--- src/rtl/gfx_req_arbiter.sv ---
// Round-robin arbiter: three toggle-handshake background fetchers share one toggle-handshake SDRAM gfx port.
// Latency: pending -> mem_req toggle in 2 cycles; mem_ack match -> ack_x toggle on the next edge.
// Backpressure: one transaction outstanding; WAIT holds until mem_ack matches, and other requests stay pending.
module gfx_req_arbiter #(
    parameter int ADDR_W = 25,
    parameter int DATA_W = 32
) (
    input  logic              clk_sys,
    input  logic              reset,
    input  logic              req_a,
    input  logic              req_b,
    input  logic              req_c,
    input  logic [ADDR_W-1:0] addr_a,
    input  logic [ADDR_W-1:0] addr_b,
    input  logic [ADDR_W-1:0] addr_c,
    output logic              ack_a,
    output logic              ack_b,
    output logic              ack_c,
    output logic [DATA_W-1:0] data_a,
    output logic [DATA_W-1:0] data_b,
    output logic [DATA_W-1:0] data_c,
    output logic              mem_req,
    output logic [ADDR_W-1:0] mem_addr,
    input  logic              mem_ack,
    input  logic [DATA_W-1:0] mem_q,
    output logic [2:0]        grant
);

    typedef enum logic [1:0] {IDLE, ISSUE, WAIT} state_t;

    state_t            state;
    state_t            state_nxt;
    logic [1:0]        rr_ptr;     // index of the requester the next search starts at
    logic [2:0]        pend;
    logic [2:0]        win;
    logic [ADDR_W-1:0] win_addr;
    logic              done;

    assign pend = {req_c ^ ack_c, req_b ^ ack_b, req_a ^ ack_a};
    assign done = (state == WAIT) && (mem_ack == mem_req);

    always_comb begin
        win = 3'b000;
        case (rr_ptr)
            2'd1: begin
                if (pend[1])      win = 3'b010;
                else if (pend[2]) win = 3'b100;
                else if (pend[0]) win = 3'b001;
            end
            2'd2: begin
                if (pend[2])      win = 3'b100;
                else if (pend[0]) win = 3'b001;
                else if (pend[1]) win = 3'b010;
            end
            default: begin
                if (pend[0])      win = 3'b001;
                else if (pend[1]) win = 3'b010;
                else if (pend[2]) win = 3'b100;
            end
        endcase
    end

    always_comb begin
        win_addr = addr_a;
        if (win[1]) win_addr = addr_b;
        if (win[2]) win_addr = addr_c;
    end

    always_ff @(posedge clk_sys) begin
        if (reset) state <= IDLE;
        else       state <= state_nxt;
    end

    always_comb begin
        state_nxt = state;
        case (state)
            IDLE:    if (|pend) state_nxt = ISSUE;
            ISSUE:   state_nxt = WAIT;
            WAIT:    if (mem_ack == mem_req) state_nxt = IDLE;
            default: state_nxt = IDLE;
        endcase
    end

    always_ff @(posedge clk_sys) begin
        if (reset) begin
            // Adopt the SDRAM's current ack phase so no transaction appears to be open.
            mem_req  <= mem_ack;
            mem_addr <= '0;
            grant    <= 3'b000;
            rr_ptr   <= 2'd0;
            ack_a    <= 1'b0;
            ack_b    <= 1'b0;
            ack_c    <= 1'b0;
            data_a   <= '0;
            data_b   <= '0;
            data_c   <= '0;
        end else begin
            if (state == IDLE && |pend) begin
                grant    <= win;
                mem_addr <= win_addr;
            end
            if (state == ISSUE) mem_req <= ~mem_req;
            if (done) begin
                grant  <= 3'b000;
                rr_ptr <= grant[0] ? 2'd1 : (grant[1] ? 2'd2 : 2'd0);
                if (grant[0]) begin
                    data_a <= mem_q;
                    ack_a  <= req_a;
                end
                if (grant[1]) begin
                    data_b <= mem_q;
                    ack_b  <= req_b;
                end
                if (grant[2]) begin
                    data_c <= mem_q;
                    ack_c  <= req_c;
                end
            end
        end
    end

endmodule

--- config.mk ---
export PLATFORM = sky130hd
export DESIGN_NAME = gfx_req_arbiter
export DESIGN_NICKNAME = d
export VERILOG_FILES = /design/src/rtl/gfx_req_arbiter.sv
export SDC_FILE = /design/constraint.sdc
export NUM_CORES = 1
export LEC_CHECK = 0
export CAP_MARGIN = 20
export CORE_MARGIN = 2
export CORE_UTILIZATION = 48
export DETAILED_ROUTE_END_ITERATION = 6
export DONT_BUFFER_PORTS = 1
export MAX_ROUTING_LAYER = met4
export PLACE_DENSITY = 0.71
export SETUP_SLACK_MARGIN = 0.4
export SYNTH_ARGS = -nofsm -noshare
export SYNTH_HDL_FRONTEND = slang
export SYNTH_SLANG_ARGS = --single-unit
--- constraint.sdc ---
create_clock -name clk_sys -period 3.2 [get_ports clk_sys]
set_input_delay 0.32 -clock clk_sys [delete_from_list [all_inputs] [get_ports clk_sys]]
set_output_delay 0.32 -clock clk_sys [all_outputs]
set_load 0.01 [all_outputs]
==> impl_metrics.toml, run 1 <==
[layout]
drive_gt1_share_pct = 7.09
area_growth_pct = 21.5
final_area_mm2 = 0.00644
diodes = 0
nFillCells = 947
nets = 821

[detailed_routing]
drcViolationCount = 0
drt_pass1_iterations = 5
route.vias.total = 4855
vias_per_cell = 5.65
ant_nets = 0
totalWireLength_um = 15100
avgRoutedWirePerCell_um = 17.5
wl_met1_um = 5950
dr_wl_met2_um = 7450
topRoutingLayerUsed = "met4"
wl_met3_um = 1350
drt_iter0_drc = 362

[yosys]
yosysWarningCount = 0
synth_cells = 683
syn_avg_cell_area_um2 = 7.76
synth-seq-cells = 132
ys_types = 30
netlist_area_mm2 = 0.00530
synthesis.nets = 798
yosysSeqAreaShare_pct = 50.1

[timing]
worstMarginPinSlew_ps = 786
tns_ps = 0
slew_viol_final = 0
finalHoldViolations = 0
report.final.setup_viol = 0
slew_headroom_pct = 47.4
fmax_mhz = 397
timing.final.crit_share_pct = 78.8
skew_ps = 11.0
fin_crit_ps = 2520
rsz0062_at_grt = "false"

[power]
p_per_area_mw_per_mm2 = 604
p_leak_uw = 0.00227
max-vdd-ir-drop_mv = 0.322

[setup_path]
worst_r2r_path_depth = 7
arrival_ps = 2970
crit_type = "reg -> reg"
critPathCaptureType = "flop"
cp.required_ps = 3640
worstPathMaxFanout = 16
r2r-end = "data_b[3]"
cp-start-kind = "flop"
r2r-start = "mem_req"
r2r_slack_ps = 680

[global_routing]
grt_pass1_wl_um = 23300
grt_pass1_vias = 4788
grt_use_total_pct = 25.8
antenna_found_initial = 0
grt_max_degree = 107
grt-ovfl-total = 0

[die]
fp.dieW_um = 109
io_pins = 241
core-area_mm2 = 0.0108
die-area_mm2 = 0.0119
rows = 38
die_h_um = 109
initial_core_util_pct = 49.1

[run]
maxCapViolCount = 0

[cts]
root_buffer = "clkbuf_8"
cts_sinks = 132
path_clk_slew_ps = 60
h-tree-depth = 4
insertion_delay_ps = 510
cts_made_buffers = 17
cts_buffer_depth = 2
cts_tree = "yes"

[place]
dpl.hpwl_um = 9870
port_buffers = 0
place_area_mm2 = 0.00540
gp_congestion = 0.910

[worst_hold_path]
hold_start = "addr_c[13]"
worstHoldPathType = "in -> reg"
holdPathStages = 2
hold_path_end = "mem_addr[13]"

[status]
outcome = "complete, no violations"
## state kept, by name, indices dropped and copies added (netlist names)
name,count
state,2
mem_req,1
data_a,32
rr_ptr,2
ack_a,1
data_b,32
data_c,32
grant,3
ack_c,1
mem_addr,25
ack_b,1
## worst max-delay path, cell delays in order (launching register included)
cell,delay [ps]
edfxtp_1,500
xor2_1,220
nor3_1,140
buf_4,210
and2_1,570
nand2_1,130
a21oi_1,150
dlygate4sd3_1,550
## stage by stage
stage               power (uW)  hold slack [ps]  setup WS [ps]  instances  util (%)
floorplan                 1970              456           1530        683         -
global placement          2000              399            752        781      49.8
detailed placement        2010              401            932        782      50.0
CTS                       3920            0.673            684        859      59.7
global route              4040             14.9            431        859      59.7
finish                    3890             17.8            679        859      59.7
## worst max path at each step
stage,start,endpoint,slack (ps),cells after the start
final,mem_req,data_b[3],680,7
after global routing,mem_req,data_b[3],430,7
after CTS,mem_req,data_b[3],680,7
after detailed placement,rr_ptr[0],mem_addr[21],930,9
after global placement,rr_ptr[0],mem_addr[19],750,8
after floorplan,rr_ptr[0],mem_addr[5],1530,8
## placed cells by master, fill, tap and decap left out, types with 4 or more instances in the layout
cell type and count:
dfxtp_1 131, clkinv_2 4, o21ai_0 44, nand2_1 229, o311a_1 25, dlygate4sd3_1 44
buf_4 9, inv_1 29, nor3_1 4, clkbuf_16 17, a21oi_1 105, o21ai_1 32
## metal layers
layer,up-vias,GRT usage (%)
met2,216,41.6
met4,0,10.4
met5,-,-
met1,2297,29.4
li1,2316,-
met3,26,8.85
## layout make-up
cell class | instances | area [um2] | area share, %
flip-flops and latches | 132 | 2650 | 41.2
multi-input cells | 468 | 2310 | 35.9
repair buffers | 58 | 623 | 9.68
clock buffers | 21 | 470 | 7.31
well taps | 140 | 175 | 2.72
inverters | 29 | 109 | 1.69
clock inverters | 11 | 100 | 1.55
## Yosys cell counts
cell type / instances / area (um2)
clkbuf_1: 27 / 101
and2_1: 3 / 18.8
edfxtp_1: 1 / 30.0
o21ai_0: 44 / 220
nand3b_1: 2 / 15.0
xor2_1: 3 / 26.3
ha_1: 2 / 25.0
a211oi_1: 1 / 7.51
dfxtp_1: 131 / 2620
buf_2: 20 / 100
nand2b_1: 3 / 18.8
a32oi_1: 1 / 8.76
o311a_1: 25 / 250
nor2_1: 1 / 3.75
o21bai_1: 1 / 7.51
buf_4: 6 / 45.0
xnor2_1: 3 / 26.3
nor2b_1: 2 / 12.5
o31ai_4: 1 / 21.3
nor2_4: 1 / 11.3
inv_1: 29 / 109
nor3_1: 4 / 20.0
a211oi_2: 1 / 12.5
or2_1: 1 / 6.26
buf_1: 1 / 3.75
a211o_1: 1 / 8.76
nand2_1: 229 / 860
o21ai_1: 33 / 165
xor2_2: 1 / 16.3
a21oi_1: 105 / 526
## cell families (layout without fill, tap and decap cells)
kind of cell | Yosys count | in the layout | share of synthesized area (%)
and+or+nand+nor | 246 | 246 | 18.2
DFF | 132 | 132 | 50.1
xor gates and xnor gates | 7 | 7 | 1.30
adders and majority gates | 2 | 2 | 0.472
buffers and inverters | 83 | 119 | 6.78
AOI/OAI and AO/OA | 213 | 213 | 23.2
## power breakdown
| part | switching [uW] | total (uW) | internal (uW) |
|---|---|---|---|
| logic | 165 | 291 | 125 |
| clock network | 711 | 1830 | 1120 |
| registers | 68.6 | 1770 | 1700 |
## repair_timing
action                    in CTS  in global routing
setup buffers                  0                  0
hold endpoints to repair     113                  0
hold buffers                  45                  0
gates resized for setup        0                  0
No activity file was read; power rests on OpenSTA's default activity.
==> run 2, diff against run 1 <==
clock period = 2.4 ns   (was 3.2 ns; I/O delays follow)
==> run 2 against run 1 <==
  * The run now ends with negative hold slack left
  * Total power increased by 38%
  * Routed wire length up 7.2%
  * Cell count increased by 1.5%
  * Non-clock buffer count up 9
  * Maximum frequency rose by 30%
  * Utilization up 1.5 points
  * Register-to-register slack got worse by 210 ps
  * Sequential cell count stayed put
  * Clock power increased by 44%
  * Hold slack got worse by 230 ps
  * Clock skew is 1.0 ps higher
==> impl_metrics.toml, run 2 (synthesis gave the netlist of run 1 again) <==
[detailed_routing]
drcViolationCount = 0
vias_per_cell = 5.71
totalWireLength_um = 16100
route.vias.total = 4979
drt_pass1_iterations = 6
ant_nets = 0
drt_iter0_drc = 317
avgRoutedWirePerCell_um = 18.5

[layout]
final_common_cell = "nand2_1"
nets = 834
most-common-layout-cells = "229 x nand2_1, 129 x dfxtp_1, 104 x a21oi_1, 47 x dlygate4sd3_1, 44 x o21ai_0"
drive_gt1_share_pct = 9.15
nFillCells = 937
diodes = 0
area_growth_pct = 24.6
reg_top3 = "data_a x32, data_b x32, data_c x32"

[setup_path]
crit_chain = "inv_1 > ha_1 > nor2b_4 > o21ai_2 > o21ai_1 > o311a_1 > o21ai_1"
critPathCaptureType = "flop"
max_stage_delay_ps = 490
startpoint = "rr_ptr[1]"
worst-path-stages = 7
critical-path-top-delay-family = "compound AO/OA/AOI/OAI gates"
crit_path_top_delay_cell = "o21ai_2"
worstPathMaxFanout = 13
cp_common_cell = "o21ai_1"
arrival_ps = 2390
r2r-end = "mem_addr[3]"
cp.required_ps = 2850
crit_buf_inv = 1
crit_type = "reg -> reg"
setup.worst_path.end = "mem_addr[3]"
cp-start-kind = "flop"
r2r_slack_ps = 470
r2r-start = "rr_ptr[1]"
worst_r2r_path_depth = 7

[cts]
cts_hold_buf = 47
cts_made_buffers = 17
insertion_delay_ps = 520
h-tree-depth = 4
path_clk_slew_ps = 60
cts_buffer_depth = 2
cts_tree = "yes"
root_buffer = "clkbuf_8"
cts_sinks = 132

[power]
clkPwrFrac_pct = 49.0
intPower_uw = 4140
swShare_pct = 23.1
combPwrFrac_pct = 7.0
power_frac_seq_pct = 43.9
p_switching_uw = 1240
max-vdd-ir-drop_mv = 0.475
p_leak_uw = 0.00233
finalPower_uw = 5380
p_per_area_mw_per_mm2 = 815

[global_routing]
antenna_found_initial = 0
grt-ovfl-total = 0
grt_max_degree = 111
grt_pass1_wl_um = 23400
grt_pass1_vias = 4714
grt_use_total_pct = 26.3

[run]
maxCapViolCount = 0

[timing]
skew_ps = 12.0
slew_viol_final = 0
slew_headroom_pct = 59.2
finalWorstSetupSlack_ps = 467
timing.final.crit_share_pct = 80.5
hold_ws_ps = -216
tns_ps = 0
rsz0062_at_grt = "true"
finalHoldViolations = 103
fin_crit_ps = 1930
worstMarginPinSlew_ps = 611
fmax_mhz = 517
report.final.setup_viol = 0

[die]
initial_core_util_pct = 49.1
io_pins = 241
core-area_mm2 = 0.0108
rows = 38
die-area_mm2 = 0.0119
fp.dieW_um = 109
die_h_um = 109

[place]
dpl.hpwl_um = 9860
port_buffers = 0
dp_slack_ps = 59.5
gp_congestion = 0.949

[worst_hold_path]
hold_start = "reset"
worstHoldPathType = "in -> reg"

[status]
outcome = "complete, but fails checks"
violations = "negative hold slack"
[run 2: how the worst min path moves through the flow]
stage	end	slack (ps)	cells after the start
4_1_cts	data_b[3]	-240	1
2_1_floorplan	data_a[0]	380	2
6_report	data_b[2]	-220	1
3_5_place_dp	data_b[3]	320	1
3_3_place_gp	data_b[5]	320	1
5_1_grt	data_b[5]	-240	1
[run 2: power by group through the flow]
stage	Sequential, uW	Clock [uW]	Combinational, uW
2_1_floorplan	2390	0	246
3_3_place_gp	2410	0	251
3_5_place_dp	2410	0	265
4_1_cts	2360	2670	335
5_1_grt	2370	2790	417
6_report	2360	2640	379
[run 2: timing repair]
item / 4_1_cts / 5_1_grt
setup buffers: 0 / 5
setup endpoints to repair: 27 / 37
gates resized for setup: 4 / 17
pin swaps: 1 / 5
endpoints found under the hold margin: 133 / 112
cloned: 1 / 3
[run 2: through the flow]
stage | std cells | cell area (um2) | utilization (%) | hold WS, ps
2_1_floorplan | 683 | 5300 | - | 376
3_3_place_gp | 784 | 5360 | 49.6 | 318
3_5_place_dp | 784 | 5360 | 49.6 | 320
4_1_cts | 864 | 6460 | 59.9 | -241
5_1_grt | 872 | 6600 | 61.2 | -240
6_report | 872 | 6600 | 61.2 | -216
[run 2: routing by layer]
layer	track usage (%)	vias up	routed length, um
met1	27.9	2323	6080
met3	9.32	55	1540
met4	13.7	0	516
met5	-	-	0
met2	43.1	248	8010
li1	-	2353	-
[run 2: cell type report]
cell class	instances	area, um2	area share [%]
clock buffers	19	422	6.39
clock inverters	13	180	2.73
inverters	29	109	1.65
multi-input cells	472	2410	36.6
flip-flops and latches	132	2660	40.2
well taps	140	175	2.65
repair buffers	67	644	9.76
==> run 3, diff against run 2 <==
PLACE_DENSITY = 0.73   (was 0.71)
clock period = 1.7 ns   (was 2.4 ns; I/O delays follow)
==> run 3 against run 2 <==
  * The run ends with negative hold slack, negative setup slack left
  * Combinational power rose by 110%
  * Count of clock-buffer cells in the layout rose by 5
  * Cell count rose by 5.7%
  * Via count rose by 16%
  * Clock skew rose by 2.3 ps
==> impl_metrics.toml, run 3 (synthesis gave the netlist of run 1 again) <==
[status]
outcome = "complete, but fails checks"
violations = "negative hold slack, negative setup slack"

[detailed_routing]
avgRoutedWirePerCell_um = 23.7
drcViolationCount = 0
drt_iter0_drc = 752
totalWireLength_um = 21900
drt_pass1_iterations = 6
route.vias.total = 5755
vias_per_cell = 6.24
ant_nets = 0

[global_routing]
grt_max_degree = 112
antenna_found_initial = 0
grt_pass1_wl_um = 25800
grt_use_total_pct = 29.8
grt-ovfl-total = 0
grt_pass1_vias = 5107

[cts]
root_buffer = "clkbuf_8"
path_clk_slew_ps = 60
h-tree-depth = 4
cts_buffer_depth = 2
insertion_delay_ps = 540
cts_tree = "yes"
cts_sinks = 132
cts_made_buffers = 17

[run]
maxCapViolCount = 0

[worst_hold_path]
worstHoldPathType = "in -> reg"

[timing]
report.final.setup_viol = 6
finalHoldViolations = 118
worstMarginPinSlew_ps = 445
skew_ps = 14.3
timing.final.crit_share_pct = 104
finalWorstSetupSlack_ps = -67.4
fin_crit_ps = 1770
fmax_mhz = 566
rsz0062_at_grt = "true"
slew_viol_final = 0
hold_ws_ps = -245
slew_headroom_pct = 70.2

[setup_path]
worstPathMaxFanout = 25
worst_r2r_path_depth = 7
cp.required_ps = 2110
cp-start-kind = "flop"
r2r-start = "rr_ptr[0]"
arrival_ps = 2180
r2r-end = "mem_addr[13]"
setup.worst_path.end = "mem_addr[13]"
max_stage_delay_ps = 380
crit_chain = "inv_2 > ha_4 > inv_4 > a211o_4 > buf_16 > o21ai_1 > o21ai_1"
cp_common_cell = "o21ai_1"
crit_buf_inv = 3
critPathCaptureType = "flop"
worst-path-stages = 7
startpoint = "rr_ptr[0]"
crit_path_top_delay_cell = "a211o_4"
critical-path-top-delay-family = "compound AO/OA/AOI/OAI gates"
crit_type = "reg -> reg"
r2r_slack_ps = -70

[place]
dpl.hpwl_um = 9840
port_buffers = 0
gp_congestion = 0.863
place_area_mm2 = 0.00562

[power]
combPwrFrac_pct = 9.9
power_frac_seq_pct = 42.2
p_per_area_mw_per_mm2 = 903
max-vdd-ir-drop_mv = 0.709
p_leak_uw = 0.00353
intPower_uw = 6030
finalPower_uw = 7900
swShare_pct = 23.7
p_switching_uw = 1870
clkPwrFrac_pct = 47.9

[die]
rows = 38
fp.dieW_um = 109
die_h_um = 109
initial_core_util_pct = 49.1
io_pins = 241
core-area_mm2 = 0.0108
die-area_mm2 = 0.0119

[layout]
final_common_cell = "dfxtp_1"
drive_gt1_share_pct = 41.7
final_area_mm2 = 0.00875
most-common-layout-cells = "126 x dfxtp_1, 122 x nand2_1, 82 x a21oi_2, 78 x nand2_4"
diodes = 0
reg_top3 = "data_a x32, data_b x32, data_c x32"
nets = 884
final_util_pct = 81.1
area_growth_pct = 65.2
==> run 3: cell types whose count changed in the layout (fill, tap and decap cells not counted), moves of 20 or more <==
cell and delta:
nand2_1 -107, o21ai_1 +25, a21oi_2 +81, a21oi_1 -82, buf_6 +20, nand2_2 +28
o21ai_0 -38, nand2_4 +78
==> run 3: power by group through the flow <==
stage	sequential [uW]	clock (uW)	combinational [uW]
after floorplan	3370	0	387
after global placement	3390	0	403
after detailed placement	3390	0	421
after CTS	3330	3780	564
after global routing	3340	3930	827
final	3330	3780	785
==> run 3: through the flow <==
| step | setup slack, ps | instances | setup TNS, ps |
|---|---|---|---|
| 2_1_floorplan | 129 | 683 | 0 |
| 3_3_place_gp | 79.2 | 789 | 0 |
| 3_5_place_dp | 21.2 | 789 | 0 |
| 4_1_cts | 3.75 | 875 | 0 |
| 5_1_grt | -75.2 | 922 | -1420 |
| 6_report | -67.4 | 922 | -148 |
==> run 3: repair_timing <==
item                       4_1_cts  5_1_grt
hold endpoints to repair       133      132
setup endpoints to repair      129      131
setup buffers                   11       11
gates resized for setup        142      228
pin swaps                       56      128
gates cloned                    16        6
hold buffers                    27       30
==> run 3: per-layer routing <==
metal | vias to the layer above | routed length, um | global-route usage (%)
met1 | 2755 | 7790 | 31.6
met5 | - | 0 | -
li1 | 2465 | - | -
met4 | 0 | 1010 | 15.7
met2 | 437 | 10900 | 49.9
met3 | 98 | 2200 | 9.26
==> run 3: final cells by class <==
type / instances / area, um2
Clock buffer: 24 / 492
Fill cell: 559 / 2040
Timing Repair Buffer: 120 / 1680
Tap cell: 140 / 175
Clock inverter: 8 / 120
Multi-Input combinational cell: 469 / 3510
Sequential cell: 132 / 2660
Inverter: 29 / 111
==> run 3: worst min path at each step <==
stage | startpoint | end | slack [ps] | cells past startpoint
floorplan | req_c | ack_c | 300 | 2
global placement | reset | rr_ptr[0] | 270 | 1
detailed placement | reset | ack_b | 270 | 1
CTS | reset | ack_b | -280 | 1
global route | reset | ack_b | -260 | 1
finish | req_b | ack_b | -240 | 2
==> run 3: worst register-to-register path: cells and delay by family, from the launching register on <==
family                   cells  cell delay, ps
buffers and inverters        3             290
AO/OA/AOI/OAI                3             690
flip-flops                   1             360
adder cells (fa/ha/maj)      1             310
